--- src/rtl/sudoku_board_ctrl.sv ---
// Sudoku board owner: puzzle load stream, protected single-cell edits, 243-cycle row/col/box scan.
// Define SUDOKU_AUTO_CHECK_EN to launch a scan automatically one cycle after every OK edit.
module sudoku_board_ctrl #(
  parameter int CHECK_GROUPS = 27,
  parameter int GROUP_LEN    = 9
) (
  input  logic         clk,
  input  logic         rst_n,
  input  logic         load_start,
  input  logic         load_valid,
  input  logic [3:0]   load_digit,
  output logic         load_ready,
  output logic         load_done,
  input  logic         wr_valid,
  input  logic [3:0]   wr_row,
  input  logic [3:0]   wr_col,
  input  logic [3:0]   wr_digit,
  output logic         wr_ready,
  output logic         wr_resp_valid,
  output logic [1:0]   wr_resp_code,
  input  logic         check_start,
  output logic         check_done,
  output logic         check_ok,
  output logic         solved,
  output logic         busy,
  output logic [323:0] board,
  output logic [80:0]  board_blank
);

  typedef enum logic [1:0] {IDLE = 2'd0, LOAD = 2'd1, CHECK = 2'd2} state_t;

  state_t      state;
  logic [3:0]  cells [81];
  logic [80:0] blank;
  logic [6:0]  load_idx;
  logic [4:0]  grp;
  logic [3:0]  elem;
  logic [8:0]  seen;
  logic        conflict;
  logic        zero_seen;
  logic        auto_pend;

  logic        wr_in_range;
  logic [6:0]  wr_idx;
  logic [3:0]  scan_row, scan_col, box;
  logic [6:0]  scan_idx;
  logic [3:0]  scan_dig;
  logic [8:0]  seen_cur, dig_bit;
  logic        dup, last_cell;

`ifndef SUDOKU_AUTO_CHECK_EN
  assign auto_pend = 1'b0;
`endif

  assign wr_in_range = (wr_row <= 4'd8) && (wr_col <= 4'd8) && (wr_digit <= 4'd9);
  assign wr_idx      = {3'b0, wr_row} * 7'd9 + {3'b0, wr_col};
  assign wr_ready    = rst_n && (state == IDLE) && !load_start && !check_start && !auto_pend;
  assign load_ready  = (state == LOAD);
  assign busy        = (state != IDLE);

  for (genvar i = 0; i < 81; i++) begin : g_pack
    assign board[i*4 +: 4] = cells[i];
  end
  assign board_blank = blank;

  // Map (group, element) to a board cell: rows, then columns, then 3x3 boxes.
  always_comb begin
    scan_row = '0;
    scan_col = '0;
    box      = '0;
    if (grp < 5'd9) begin
      scan_row = grp[3:0];
      scan_col = elem;
    end else if (grp < 5'd18) begin
      scan_row = elem;
      scan_col = 4'(grp - 5'd9);
    end else begin
      box      = 4'(grp - 5'd18);
      scan_row = (box / 4'd3) * 4'd3 + elem / 4'd3;
      scan_col = (box % 4'd3) * 4'd3 + elem % 4'd3;
    end
  end

  assign scan_idx  = {3'b0, scan_row} * 7'd9 + {3'b0, scan_col};
  assign scan_dig  = cells[scan_idx];
  assign seen_cur  = (elem == 4'd0) ? 9'd0 : seen;
  assign dig_bit   = (scan_dig == 4'd0) ? 9'd0 : (9'd1 << (scan_dig - 4'd1));
  assign dup       = |(seen_cur & dig_bit);
  assign last_cell = (grp == 5'(CHECK_GROUPS - 1)) && (elem == 4'(GROUP_LEN - 1));

  always_ff @(posedge clk or negedge rst_n) begin
    if (!rst_n) begin
      state         <= IDLE;
      for (int i = 0; i < 81; i++) cells[i] <= '0;
      blank         <= '1;
      load_idx      <= '0;
      grp           <= '0;
      elem          <= '0;
      seen          <= '0;
      conflict      <= 1'b0;
      zero_seen     <= 1'b0;
      load_done     <= 1'b0;
      wr_resp_valid <= 1'b0;
      wr_resp_code  <= 2'd0;
      check_done    <= 1'b0;
      check_ok      <= 1'b0;
      solved        <= 1'b0;
`ifdef SUDOKU_AUTO_CHECK_EN
      auto_pend     <= 1'b0;
`endif
    end else begin
      load_done     <= 1'b0;
      wr_resp_valid <= 1'b0;
      check_done    <= 1'b0;

      if (wr_valid && wr_ready) begin
        wr_resp_valid <= 1'b1;
        if (!wr_in_range) begin
          wr_resp_code <= 2'd2;
        end else if (!blank[wr_idx]) begin
          wr_resp_code <= 2'd1;
        end else begin
          wr_resp_code  <= 2'd0;
          cells[wr_idx] <= wr_digit;
          check_ok      <= 1'b0;
          solved        <= 1'b0;
`ifdef SUDOKU_AUTO_CHECK_EN
          auto_pend     <= 1'b1;
`endif
        end
      end

      case (state)
        IDLE: begin
          if (auto_pend || (!load_start && check_start)) begin
            state     <= CHECK;
            grp       <= '0;
            elem      <= '0;
            conflict  <= 1'b0;
            zero_seen <= 1'b0;
`ifdef SUDOKU_AUTO_CHECK_EN
            auto_pend <= 1'b0;
`endif
          end else if (load_start) begin
            state    <= LOAD;
            load_idx <= '0;
            check_ok <= 1'b0;
            solved   <= 1'b0;
          end
        end
        LOAD: begin
          if (load_valid) begin
            cells[load_idx] <= (load_digit > 4'd9) ? 4'd0 : load_digit;
            blank[load_idx] <= (load_digit == 4'd0) || (load_digit > 4'd9);
            if (load_idx == 7'd80) begin
              state     <= IDLE;
              load_idx  <= '0;
              load_done <= 1'b1;
            end else begin
              load_idx <= load_idx + 7'd1;
            end
          end
        end
        CHECK: begin
          seen      <= seen_cur | dig_bit;
          conflict  <= conflict | dup;
          zero_seen <= zero_seen | (scan_dig == 4'd0);
          if (last_cell) begin
            state      <= IDLE;
            check_ok   <= !(conflict | dup);
            solved     <= !(conflict | dup) && !(zero_seen || (scan_dig == 4'd0));
            check_done <= 1'b1;
          end else if (elem == 4'(GROUP_LEN - 1)) begin
            elem <= '0;
            grp  <= grp + 5'd1;
          end else begin
            elem <= elem + 4'd1;
          end
        end
        default: state <= IDLE;
      endcase
    end
  end

endmodule

--- config.mk ---
export PLATFORM = sky130hd
export DESIGN_NAME = sudoku_board_ctrl
export DESIGN_NICKNAME = d
export VERILOG_FILES = /design/src/rtl/sudoku_board_ctrl.sv
export SDC_FILE = /design/constraint.sdc
export NUM_CORES = 1
export LEC_CHECK = 0
export BUFFER_PORTS_ARGS = -buffer_cell sky130_fd_sc_hd__buf_4
export CELL_PAD_IN_SITES_DETAIL_PLACEMENT = 1
export CELL_PAD_IN_SITES_GLOBAL_PLACEMENT = 1
export CORE_MARGIN = 10
export CORE_UTILIZATION = 46
export DETAILED_ROUTE_END_ITERATION = 12
export HOLD_SLACK_MARGIN = 0.08
export PLACE_DENSITY = 0.93
export SYNTH_ARGS = -nofsm -noshare
export SYNTH_HDL_FRONTEND = slang
export SYNTH_SLANG_ARGS = --single-unit
--- constraint.sdc ---
create_clock -name clk -period 27.8 [get_ports clk]
set_input_delay 1.39 -clock clk [delete_from_list [all_inputs] [get_ports clk]]
set_output_delay 1.39 -clock clk [all_outputs]
set_load 0.005 [all_outputs]
==> metrics.md <==
| Metric | Value |
|---|---|
| Initial antenna violation count | 3 |
| GP Congestion | about 0.94 |
| FF-to-FF End | check_ok |
| F_max | 0.0978 GHz |
| Critical Path Source | grp[1] |
| Worst Setup EP | check_ok |
| Netlist cell types | 73 |
| Post-synthesis cell count | 2573 |
| Sw Share | 0.433 |
| GRT busiest layer | met2 |
| Vias in the first global route | around 26000 |
| Leakage power | about 14 nW |
| Reg-to-reg slack, setup | approximately 18 ns |
| Synth Cell Area | ~25000 µm² |
| First-pass GRT wire length | between 150000 and 200000 µm |
| Post-synthesis sequential area ratio | 0.438 |
| Setup Skew | around 0.025 ns |
| Total routed wirelength | ~120000 µm |
| Worst setup SP type | flip-flop |
| Final core occ | 0.564 |
| Port Buffer Count | between 400 and 500 |
| TNS Setup | 0 ns |
| Hold Slack | ~0.5 ns |
| Root Buffer | clkbuf_16 |
| #FFs+latches synth | between 400 and 500 |
| Crit-path max FO | 23 |
| Clock sink count | between 400 and 500 |
| Synth warnings | 0 |
| Syn Nets | roughly 2600 |
| Pwr Density | roughly 110 nW/µm² |
| Launching point of the worst reg2reg path | grp[1] |
| Prevailing post-synth register cell | dfrtp_1 |
| WP buf/inv | 6 |
| Share of power burned in registers | 0.281 |
| Comb pwr share | 0.511 |
| ANT nets after route | 0 |
| Syn Area/Cell | 9.87 µm² |
| Final Critical Period | between 10 and 15 ns |
| GR Util All Layers | 0.370 |
| Pre-CTS setup slack | about 18 ns |
| Post-CTS Setup Bufs | 0 |
| Hold WC Path Type | reg2reg |
| Kind of critical path | reg2reg |
| Status | finished clean |
| Async SR Flop Fraction | 1.00 |
| Post-DP HPWL | 87400 µm |
| CTS tree | yes |
| Core area | 54900 µm² |
| # setup viols final | 0 |
| Clk slew on worst S/H paths | approximately 0.06 ns |
| Total CTS buffers | 50 |
| GR Util met2 | 0.579 |
| Final hold vios | 0 |
| PostCTS Resize Cnt | 0 |
| Share of layout cells above drive strength 1 | 0.248 |
| Post-synth top area share | 0.355 |
| Critical path required time | ~28 ns |
| Die area | approximately 65000 µm² |
| Drt first pass iters | 6 |
| Site Rows | between 80 and 90 |
| Chip height | around 250 µm |
| Design Power | about 0.0034 W |
| Tcrit/Tclk final | 0.368 |
| Worst reg2reg path depth | 37 |
| Cell family with most CP delay | adder cells |
| Final WS setup | ~18 ns |
| Unrepaired setup endpoints after global routing | false |
| Top post-synthesis cells by area | dfrtp_1 (35%), mux2i_1 (15%), dfstp_2 (8.4%) |
| Slowest CP cell | xor2_4 |
| Met1 GRT Util | 0.440 |
| Level count of the clock H-tree | 2 |
| Largest net degree at the start of global routing | ~150 |
| Clk pwr share | 0.208 |
| Clock Latency Late Sink | about 0.63 ns |
| Crit. End Element | flip-flop |
| Net Sw Power | 0.00149 W |
| Routed len/inst | approximately 33 µm |
| Actual slew at the worst max-slew pin | around 1.4 ns |
| Vias per cell | approximately 6.7 |
| Max clock buf depth | 3 |
| Met3 Usage GRT | 0.109 |
| CP dominant cell by count | ha_1 |
| Max-slew headroom | 0.0999 |
| Pint | approximately 0.002 W |
| P&R area growth vs syn | 21.9% |
| Vias | approximately 25000 |
| DRC viols | 0 |
| Levels on crit path | 37 |
| GRT overflow | 0 |
| Fin nets | approximately 3000 |
| Max Cap Violations | 0 |
| Die outline width | roughly 250 µm |
| Initial DRC count | roughly 2700 |
| Cell taking the most area after synthesis | dfrtp_1 |
| Hold-fix buffer count after cts | 0 |
| Final Max Tran Viols | 0 |
| Largest stage delay on the critical path | roughly 0.86 ns |
| Starting Density | 0.463 |
| WP data arrival | 10.72 ns |
| Worst vdd rail ir drop | slightly above 0.09 mV |
| I/O Pins | ~440 |
| Post-synth EDFFs | 0 |
## synth_stat cells, drive strengths merged, types with 4 or more instances
master	count
and2	9
nand4	7
mux2	11
a32o	6
nand2	343
and3	4
nand2b	14
nand4b	5
buf	60
o22ai	4
xnor2	15
a21oi	235
mux4	93
a21o	5
inv	39
or4	4
or2	5
mux2i	374
nor4	6
ha	45
dfstp	81
fa	8
nor3	16
clkbuf	86
o21ai	232
nand3	35
o41ai	4
xor2	13
dfrtp	360
nor2b	16
nor2	370
o221ai	4
a22oi	6
o31ai	7
## routing by layer
metal	wire, µm	share of wire
met1	43900	0.36
met4	8850	0.072
met2	56100	0.46
met5	23	0.00019
met3	13700	0.11
## state kept, by name, summed over array words and instances (netlist names)
register	cells
board	324
board_blank	81
seen	9
load_idx	7
grp	5
elem	4
state	2
wr_resp_code	2
check_done	1
check_ok	1
conflict	1
load_done	1
solved	1
wr_resp_valid	1
zero_seen	1
## cells by family after synthesis
family                     Yosys count  share of synthesized area
AOI/OAI and AO/OA                  540                      0.116
xor gates and xnor gates            28                    0.00995
adders and majority gates           53                     0.0285
buffers and inverters              185                     0.0315
DFF                                441                      0.438
muxes                              478                      0.237
and+or+nand+nor                    848                      0.139
## worst register-to-register path, delay by kind of cell (launching register included)
family | cells | cell delay [ns]
fa+ha+maj | 11 | 3.36
xor+xnor | 4 | 1.58
buf+inv | 6 | 0.57
mux | 5 | 1.38
simple gates | 4 | 0.83
compound gates | 7 | 1.94
flops | 1 | 0.44
## worst min path at each step
stage / slack (ns) / end / from / depth (start not counted)
global route: 0.51 / seen[5] / seen[5] / 2
global placement: 0.47 / seen[5] / seen[5] / 2
CTS: 0.49 / seen[5] / seen[5] / 2
floorplan: 0.44 / seen[5] / seen[5] / 2
detailed placement: 0.48 / seen[5] / seen[5] / 2
finish: 0.50 / seen[1] / seen[1] / 1
## power groups by stage
stage	registers, W	logic (W)	clock network, W
6_report	0.000965	0.00175	0.000713
5_1_grt	0.000970	0.00188	0.000742
4_1_cts	0.000952	0.00174	0.000713
3_5_place_dp	0.000959	0.00172	0
3_3_place_gp	0.000952	0.00167	0
2_1_floorplan	0.000883	0.00115	0
## stage by stage
stage / cell area (µm²) / std cells
floorplan: 25400 / 2573
global placement: 29200 / 3596
detailed placement: 29200 / 3596
CTS: 31000 / 3689
global route: 31000 / 3689
finish: 31000 / 3692
## placed cells by master, fill, tap and decap left out, drive strengths merged, types with 8 or more instances in the layout
cell type	netlist	layout
a21oi	235	235
and2	9	9
buf	60	465
clkbuf	86	79
dfrtp	360	360
dfstp	81	81
fa	8	8
ha	45	45
inv	39	41
mux2	11	11
mux2i	374	374
mux4	93	93
nand2	343	343
nand2b	14	14
nand3	35	35
nor2	370	370
nor2b	16	16
nor3	16	16
o21ai	232	232
xnor2	15	15
xor2	13	13
## layout make-up
cell class,count,area (µm²)
fillers,6039,23900
repair buffers,465,3510
clock inverters,14,236
multi-input cells,1947,13600
clock buffers,79,1490
inverters,39,146
flip-flops and latches,441,11100
well taps,704,881
diodes,3,7.51
(Power assumes the default switching activity.)
